--- src/rtl/wb_mem_arbiter.sv ---
// wb_mem_arbiter: two-master Wishbone arbiter sharing one QSPI memory port
// between the CPU instruction bus (imem) and data bus (dmem).
// The grant is registered and held for the whole transfer. A DONE bubble
// separates transfers, and a dmem aging counter keeps back-to-back
// fetches from starving dmem.
// Optional feature: define WB_MEM_ARB_TIMEOUT_EN to build the slave-ack
// timeout. Without it, timeout_o is tied low and a grant waits forever.
module wb_mem_arbiter #(
    parameter int AGE_MAX = 4,
    parameter int TIMEOUT = 1023
) (
    input  logic        clk_i,
    input  logic        rst_i,
    input  logic        i_stb_i,
    input  logic [31:0] i_adr_i,
    output logic [31:0] i_dat_o,
    output logic        i_ack_o,
    input  logic        d_stb_i,
    input  logic        d_we_i,
    input  logic [3:0]  d_be_i,
    input  logic [31:0] d_adr_i,
    input  logic [31:0] d_dat_i,
    output logic [31:0] d_dat_o,
    output logic        d_ack_o,
    output logic        m_stb_o,
    output logic        m_we_o,
    output logic [3:0]  m_be_o,
    output logic [31:0] m_adr_o,
    output logic [31:0] m_dat_o,
    input  logic [31:0] m_dat_i,
    input  logic        m_ack_i,
    output logic [1:0]  gnt_o,
    output logic        timeout_o
);

    typedef enum logic [1:0] {
        IDLE  = 2'd0,
        GNT_I = 2'd1,
        GNT_D = 2'd2,
        DONE  = 2'd3
    } state_t;

    state_t      r_state;
    state_t      w_next;
    logic [3:0]  r_age;
    logic        w_ageFull;
    logic        w_inGrant;
    logic        w_timeoutHit;
    logic [31:0] w_rdata;

    assign w_ageFull = (r_age == 4'(AGE_MAX));
    assign w_inGrant = (r_state == GNT_I) || (r_state == GNT_D);

`ifdef WB_MEM_ARB_TIMEOUT_EN
    localparam int TW = (TIMEOUT < 1) ? 1 : $clog2(TIMEOUT + 1);

    logic [TW-1:0] r_tmoCnt;
    logic          r_timeout;

    // A silent slave is declared dead once the counter reaches TIMEOUT.
    // A real ack in the same cycle still wins.
    assign w_timeoutHit = w_inGrant && !m_ack_i && (r_tmoCnt == TW'(TIMEOUT));
    assign timeout_o    = r_timeout;

    // Count grant cycles without an ack. The count clears outside a grant,
    // so every grant entry starts from zero.
    always_ff @(posedge clk_i or posedge rst_i) begin
        if (rst_i) begin
            r_tmoCnt <= '0;
        end else if (!w_inGrant) begin
            r_tmoCnt <= '0;
        end else if (!m_ack_i && !w_timeoutHit) begin
            r_tmoCnt <= r_tmoCnt + TW'(1);
        end
    end

    // Once set, the timeout flag stays set until reset.
    always_ff @(posedge clk_i or posedge rst_i) begin
        if (rst_i) begin
            r_timeout <= 1'b0;
        end else if (w_timeoutHit) begin
            r_timeout <= 1'b1;
        end
    end
`else
    assign w_timeoutHit = 1'b0;
    assign timeout_o    = 1'b0;
`endif

    // State register. Reset returns to IDLE at once, which drops m_stb_o
    // mid-transfer.
    always_ff @(posedge clk_i or posedge rst_i) begin
        if (rst_i) begin
            r_state <= IDLE;
        end else begin
            r_state <= w_next;
        end
    end

    // Arbitration and transfer sequencing. A grant exits to DONE on an ack
    // or a timeout, and back to IDLE if its master aborts.
    always_comb begin
        w_next = r_state;
        case (r_state)
            IDLE: begin
                if (i_stb_i && d_stb_i) begin
                    w_next = w_ageFull ? GNT_D : GNT_I;
                end else if (i_stb_i) begin
                    w_next = GNT_I;
                end else if (d_stb_i) begin
                    w_next = GNT_D;
                end
            end
            GNT_I: begin
                if (m_ack_i || w_timeoutHit) begin
                    w_next = DONE;
                end else if (!i_stb_i) begin
                    w_next = IDLE;
                end
            end
            GNT_D: begin
                if (m_ack_i || w_timeoutHit) begin
                    w_next = DONE;
                end else if (!d_stb_i) begin
                    w_next = IDLE;
                end
            end
            DONE: begin
                w_next = IDLE;
            end
            default: begin
                w_next = IDLE;
            end
        endcase
    end

    // Age of the pending dmem request. It counts while dmem waits outside
    // its own grant, saturates at AGE_MAX, and clears when dmem is granted.
    always_ff @(posedge clk_i or posedge rst_i) begin
        if (rst_i) begin
            r_age <= 4'd0;
        end else if ((w_next == GNT_D) && (r_state != GNT_D)) begin
            r_age <= 4'd0;
        end else if (d_stb_i && (r_state != GNT_D) && !w_ageFull) begin
            r_age <= r_age + 4'd1;
        end
    end

    // Read data goes to both masters; only the ack is steered. A timed-out
    // transfer returns all ones.
    assign w_rdata = w_timeoutHit ? 32'hFFFF_FFFF : m_dat_i;
    assign i_dat_o = w_rdata;
    assign d_dat_o = w_rdata;

    // Memory-side signals and ack steering are decoded combinationally
    // from the registered grant.
    always_comb begin
        m_stb_o = 1'b0;
        m_we_o  = 1'b0;
        m_be_o  = 4'h0;
        m_adr_o = i_adr_i;
        m_dat_o = d_dat_i;
        gnt_o   = 2'b00;
        i_ack_o = 1'b0;
        d_ack_o = 1'b0;
        case (r_state)
            GNT_I: begin
                m_stb_o = i_stb_i;
                m_be_o  = 4'hF;
                gnt_o   = 2'b01;
                i_ack_o = m_ack_i || w_timeoutHit;
            end
            GNT_D: begin
                m_stb_o = d_stb_i;
                m_we_o  = d_we_i;
                m_be_o  = d_be_i;
                m_adr_o = d_adr_i;
                gnt_o   = 2'b10;
                d_ack_o = m_ack_i || w_timeoutHit;
            end
            default: begin
                m_stb_o = 1'b0;
            end
        endcase
    end

endmodule

--- config.mk ---
export PLATFORM = sky130hd
export DESIGN_NAME = wb_mem_arbiter
export DESIGN_NICKNAME = d
export VERILOG_FILES = /design/src/rtl/wb_mem_arbiter.sv
export SDC_FILE = /design/constraint.sdc
export NUM_CORES = 1
export LEC_CHECK = 0
export ABC_AREA = 1
export BUFFER_PORTS_ARGS = -buffer_cell sky130_fd_sc_hd__buf_2
export CAP_MARGIN = 10
export CORE_AREA = 2 2 107 109
export DETAILED_ROUTE_END_ITERATION = 7
export DIE_AREA = 0 0 109 111
export SETUP_SLACK_MARGIN = 0.5
export SLEW_MARGIN = 5
export SYNTH_ARGS = -nofsm -noshare
export SYNTH_HDL_FRONTEND = slang
export SYNTH_SLANG_ARGS = --single-unit
export TNS_END_PERCENT = 100
--- constraint.sdc ---
create_clock -name clk_i -period 1.6 [get_ports clk_i]
set_input_delay 0.16 -clock clk_i [delete_from_list [all_inputs] [get_ports clk_i]]
set_output_delay 0.16 -clock clk_i [all_outputs]
set_load 0.005 [all_outputs]
==> results of run 1 <==
[placed cells by master (no fill, tap or decap), types with 3 or more instances in the layout]
cell / n
a21oi_1: 4
buf_2: 114
buf_4: 4
buf_6: 7
clkbuf_16: 3
dfrtp_1: 6
ha_4: 3
inv_1: 10
inv_2: 8
nand2_1: 106
nand2_2: 10
nand2_4: 3
nand3_1: 3
nor2_1: 4
[registers in the layout (all words and copies together) (netlist names)]
register	flops
r_state	2
r_age	4
[layer usage]
layer  GRT usage  vias up  routed length [microns]
met3      0.0341       14                      795
met5           0        -                        0
met2       0.181      118                     3460
met4      0.0316        0                       93
met1      0.0782      641                     1780
li1            -      792                        -
[cell families (layout without fill, tap and decap cells)]
kind of cell             count (synthesis)  in the layout  synth area share
AND/OR/NAND/NOR                        132            132             0.321
buffers and inverters                  124            154             0.508
AO/OA/AOI/OAI                            9              9            0.0296
flip-flops                               6              6            0.0912
adder cells (fa/ha/maj)                  5              5            0.0380
XOR/XNOR                                 2              2            0.0106
other                                    1              1           0.00228
[worst max-delay path by stage]
| stage | slack, ps | cells after the start | to |
|---|---|---|---|
| 4_1_cts | 70 | 6 | m_be_o[3] |
| 5_1_grt | -10 | 6 | m_be_o[2] |
| 6_report | 60 | 6 | m_be_o[2] |
| 3_3_place_gp | 160 | 9 | r_age[0]$_DFFE_PP0P_ |
| 2_1_floorplan | 290 | 9 | r_age[0]$_DFFE_PP0P_ |
| 3_5_place_dp | 170 | 9 | r_age[2]$_DFFE_PP0P_ |
[final cells by class]
| type | instances | area [sq um] | share of cell area |
|---|---|---|---|
| clock buffers | 3 | 75.1 | 0.0372 |
| repair buffers | 131 | 787 | 0.390 |
| inverters | 20 | 82.6 | 0.0409 |
| well taps | 143 | 179 | 0.0886 |
| flip-flops and latches | 6 | 150 | 0.0743 |
| multi-input cells | 149 | 746 | 0.369 |
[critical path, stage by stage, from the launching register on]
cell and delay [ps]:
dfrtp_1 380, inv_2 80, ha_4 210, buf_12 180, nand2_1 60, a21oi_1 120, buf_2 120
[power groups by stage]
stage / clock network (mW) / logic, mW / registers (mW)
after global routing: 0.414 / 3.07 / 0.280
final: 0.399 / 2.75 / 0.273
after detailed placement: 0 / 2.08 / 0.278
after floorplan: 0 / 1.46 / 0.268
after global placement: 0 / 2.08 / 0.277
after CTS: 0.410 / 2.60 / 0.271
[per-stage QoR]
step           setup WS [ps]  hold slack [ps]
4_1_cts                 68.5              320
3_3_place_gp             161             86.4
5_1_grt                -10.4              320
6_report                63.8              320
3_5_place_dp             165             86.8
2_1_floorplan            289            -49.0
[timing repair]
item / 4_1_cts / 5_1_grt
cloned: 1 / 0
hold endpoints to repair: 6 / 0
setup buffers: 9 / 1
setup endpoints to repair: 48 / 48
pin swaps: 12 / 7
hold buffers: 1 / 0
gates resized for setup: 23 / 17
==> results.yml, run 1 <==
synth:
  synth_commonest_cells: "nand2_1, buf_4, inv_1"
  yosysMostFrequentCell: "nand2_1"
  synth_area_leaders: "buf_4, nand2_1, dfrtp_1, inv_1, ha_1"
  yosys.area.top_type: "buf_4"
  async_reset_ff_frac: 1.00
  syn-instance-count: 279
  syn-num-nets: 422
  synth_area_sq_um: 1650
  synth_seq_cells: 6
  ys_types: 21
  yosys.area.top_type_share: 0.442
  yosys_warnings: 0
  synth_top_flop_cell: "dfrtp_1"
  yosysSeqAreaShare: 0.0912
  synth_edf_count: 0
  synthesis.area_per_instance_sq_um: 5.90
pwr:
  swShare: 0.458
  combPwrFrac: 0.803
  pwr-share-clk: 0.117
  power_leakage_nw: 1.21
  vdd_drop_max_uv: 806
  powerDensity_nw_per_um2: 1690
  power.switching_mw: 1.56
  fin_total_pwr_mw: 3.42
  internal-power_mw: 1.85
  seq_power_share: 0.080
sta:
  fin_crit_ps: 1540
  maxSlewViolCount: 0
  finalHoldViolations: 0
  finalCritPeriodShare: 0.960
  clock_skew_ps: 0.283
  grt_setup_unrepaired: "true"
  fmax_ghz: 0.651
  tns_ps: 0
  setup_viol: 0
setup_path:
  crit_type: "flip-flop to primary output"
  startpoint: "r_state[0]$_DFF_PP0_"
  r2r_start: "r_state[0]$_DFF_PP0_"
  r2r_cells: 11
  required_ps: 1440
  start_kind: "flip-flop"
  cp_max_fo: 24
  rr_endpoint: "r_age[1]$_DFFE_PP0P_"
  crit_path_end_kind: "primary output"
  arrival_ps: 1380
  reg2reg_slack_ps: 90
finish:
  fillers: 1278
  drive_above_1_share: 0.534
  n_antenna_cell: 0
  instances_no_fill: 452
  layout.nets: 454
  finish.utilization: 0.182
  syn_to_final_growth_pct: 22.6
  stdcell_area_sq_um: 2020
floorplanning:
  boundaryPins: 277
  start_util: 0.149
  rows: 39
  fp.dieH_microns: 111
  coreArea_sq_um: 11100
  die_w_microns: 109
  dieArea_sq_um: 12100
cts:
  htree_levels: 1
  cts.path.max_buffers: 2
  cts-root-buf: "clkbuf_16"
  cts_tree: "built"
  insertion_delay_ps: 230
  cts_sinks: 6
  numCtsBuffers: 3
  clk_pin_slew_worst_paths_ps: 30
grt:
  grt_start_max_net_pins: 25
  gr-total-overflow: 0
  grt_pass1_vias: 1408
  grt_pass1_wl_microns: 8170
  track_usage: 0.0905
  antenna_found_initial: 0
placed_design:
  place_area_sq_um: 1700
  dp_cells: 437
  gp_congestion: 0.812
  dpl.hpwl_microns: 5150
  portBuffers: 115
min_path:
  min_to: "m_dat_o[1]"
  hold_class: "primary input to primary output"
  min_from: "d_dat_i[1]"
  hold_path_depth: 0
route:
  avgViaCountPerCell: 3.46
  drcViolationCount: 0
  drtPass1Iterations: 4
  num_vias: 1565
  drt-initial-drc-count: 55
  ant_nets: 0
  wl_per_cell_microns: 13.6
  routed_wl_microns: 6130
run:
  max_cap_viol_count: 0
run_status:
  status: "finished clean"
No activity file was read; power rests on OpenSTA's default activity.
==> run 2, diff against run 1 <==
Settings changed: GPL_ROUTABILITY_DRIVEN set to 1.
Clock period 1.6 ns to 1.4 ns, I/O delays scaled along.
==> run 2 against run 1 <==
Net effect: the run now ends with negative setup slack left; sequential share of layout area fell by 0.27 points; clock-buffer cell count unchanged; combinational power increased by 24%; flip-flop and latch count did not move; largest power group unchanged.
==> results.yml, run 2 (same netlist as run 1, synthesis figures left out) <==
run_status:
  status: "complete, but fails checks"
  violations: "negative setup slack"
cts:
  cts_sinks: 6
  cts_tree: "built"
  cts-root-buf: "clkbuf_16"
  insertion_delay_ps: 230
  htree_levels: 1
  numCtsBuffers: 3
  clk_pin_slew_worst_paths_ps: 30
  cts.path.max_buffers: 2
placed_design:
  dpl.hpwl_microns: 5150
  post-place-ws_ps: -48.7
  gp_congestion: 0.750
  portBuffers: 115
pwr:
  powerDensity_nw_per_um2: 2000
  vdd_drop_max_uv: 1380
  power_leakage_nw: 1.23
floorplanning:
  start_util: 0.149
  fp.dieH_microns: 111
  coreArea_sq_um: 11100
  die_w_microns: 109
  dieArea_sq_um: 12100
  rows: 39
  boundaryPins: 277
setup_path:
  cp_max_fo: 11
  arrival_ps: 1410
  cp_cell_sequence: "inv_2, ha_4, inv_4, buf_12, nand2_1, nand2_1, buf_2"
  slowest_stage: "dfrtp_1"
  required_ps: 1260
  start_kind: "flip-flop"
  crit_type: "flip-flop to primary output"
  crit_path_end_kind: "primary output"
  crit_top_cell: "nand2_1"
  max_stage_delay_ps: 390
finish:
  final_common_cell: "buf_2"
  n_antenna_cell: 0
  largest_reg_flops: 4
  layout.nets: 457
  finish.utilization: 0.189
  drive_above_1_share: 0.574
  regMostFlops: "r_age"
  final_cell_mix: "buf_2, nand2_1, nand2_2"
  top_regs: "r_age: 4 flops, r_state: 2 flops"
  syn_to_final_growth_pct: 27.2
sta:
  finalCritPeriodShare: 1.11
  grt_setup_unrepaired: "true"
  fin_crit_ps: 1550
  setup_viol: 43
  fmax_ghz: 0.644
  clock_skew_ps: 1.25
  finalHoldViolations: 0
  worst_slack_ps: -152
  maxSlewViolCount: 0
route:
  avgViaCountPerCell: 3.61
  drcViolationCount: 0
  num_vias: 1644
  wl_per_cell_microns: 14.2
  ant_nets: 0
  routed_wl_microns: 6440
  drt-initial-drc-count: 76
  drtPass1Iterations: 4
grt:
  grt_pass1_vias: 1580
  track_usage: 0.0918
  gr-total-overflow: 0
  grt_pass1_wl_microns: 8520
  antenna_found_initial: 0
  grt_start_max_net_pins: 26
min_path:
  hold_class: "primary input to primary output"
run:
  max_cap_viol_count: 0
==> run 2: power by group <==
part / leakage [nW] / internal, mW / switching, mW / total, mW
clock network: 0.0370 / 0.367 / 0.105 / 0.473
registers: 0.0766 / 0.247 / 0.0519 / 0.299
logic: 1.12 / 1.64 / 1.77 / 3.41
total: 1.23 / 2.25 / 1.93 / 4.18
==> run 2: worst paths after layout <==
kind / start / endpoint / slack (ps) / depth (start not counted)
setup / recovery: r_state[0]$_DFF_PP0_ / m_adr_o[20] / -150 / 7
setup reg to reg: r_state[0]$_DFF_PP0_ / r_age[0]$_DFFE_PP0P_ / -100 / 11
max in group asynchronous: rst_i / r_state[1]$_DFF_PP0_ / 830 / 3
hold / removal: d_dat_i[13] / m_dat_o[13] / 280 / 0
min in group asynchronous: rst_i / r_age[2]$_DFFE_PP0P_ / 370 / 3
hold reg to reg: r_age[3]$_DFFE_PP0P_ / r_age[3]$_DFFE_PP0P_ / 520 / 3
==> run 2: layer usage <==
layer  track usage  vias up  wire, microns
met4        0.0274        0            103
met3        0.0412       11            854
li1              -      801              -
met2         0.178      147           3390
met5             0        -              0
met1        0.0829      685           2090
==> run 2: layout make-up <==
type,count,area [sq um]
inverters,20,80.1
multi-input cells,149,781
fillers,1261,8980
clock buffers,3,75.1
well taps,143,179
repair buffers,134,830
flip-flops and latches,6,150
==> run 2: per-stage QoR <==
step | power, mW | TNS (ps) | hold WS [ps] | cells | area, sq um
after global routing | 4.59 | -7890 | 280 | 455 | 2090
after detailed placement | 2.92 | -172 | 73.1 | 442 | 1770
after floorplan | 1.99 | 0 | -69.0 | 279 | 1690
after global placement | 2.93 | -57.2 | 75.4 | 442 | 1770
final | 4.18 | -5070 | 280 | 455 | 2090
after CTS | 3.62 | -4200 | 280 | 450 | 1920
==> run 2: critical path: cells and delay by family (launching register included) <==
family	cells	cell delay [ps]
adders and majority gates	1	200
buffers and inverters	4	450
DFF	1	390
and+or+nand+nor	2	140
==> run 2: repair_timing <==
action	in CTS	in global routing
gates resized for setup	14	31
setup endpoints to repair	48	48
cloned	0	2
hold buffers	1	0
pin swaps	1	4
endpoints found under the hold margin	6	0
buffers inserted	4	3
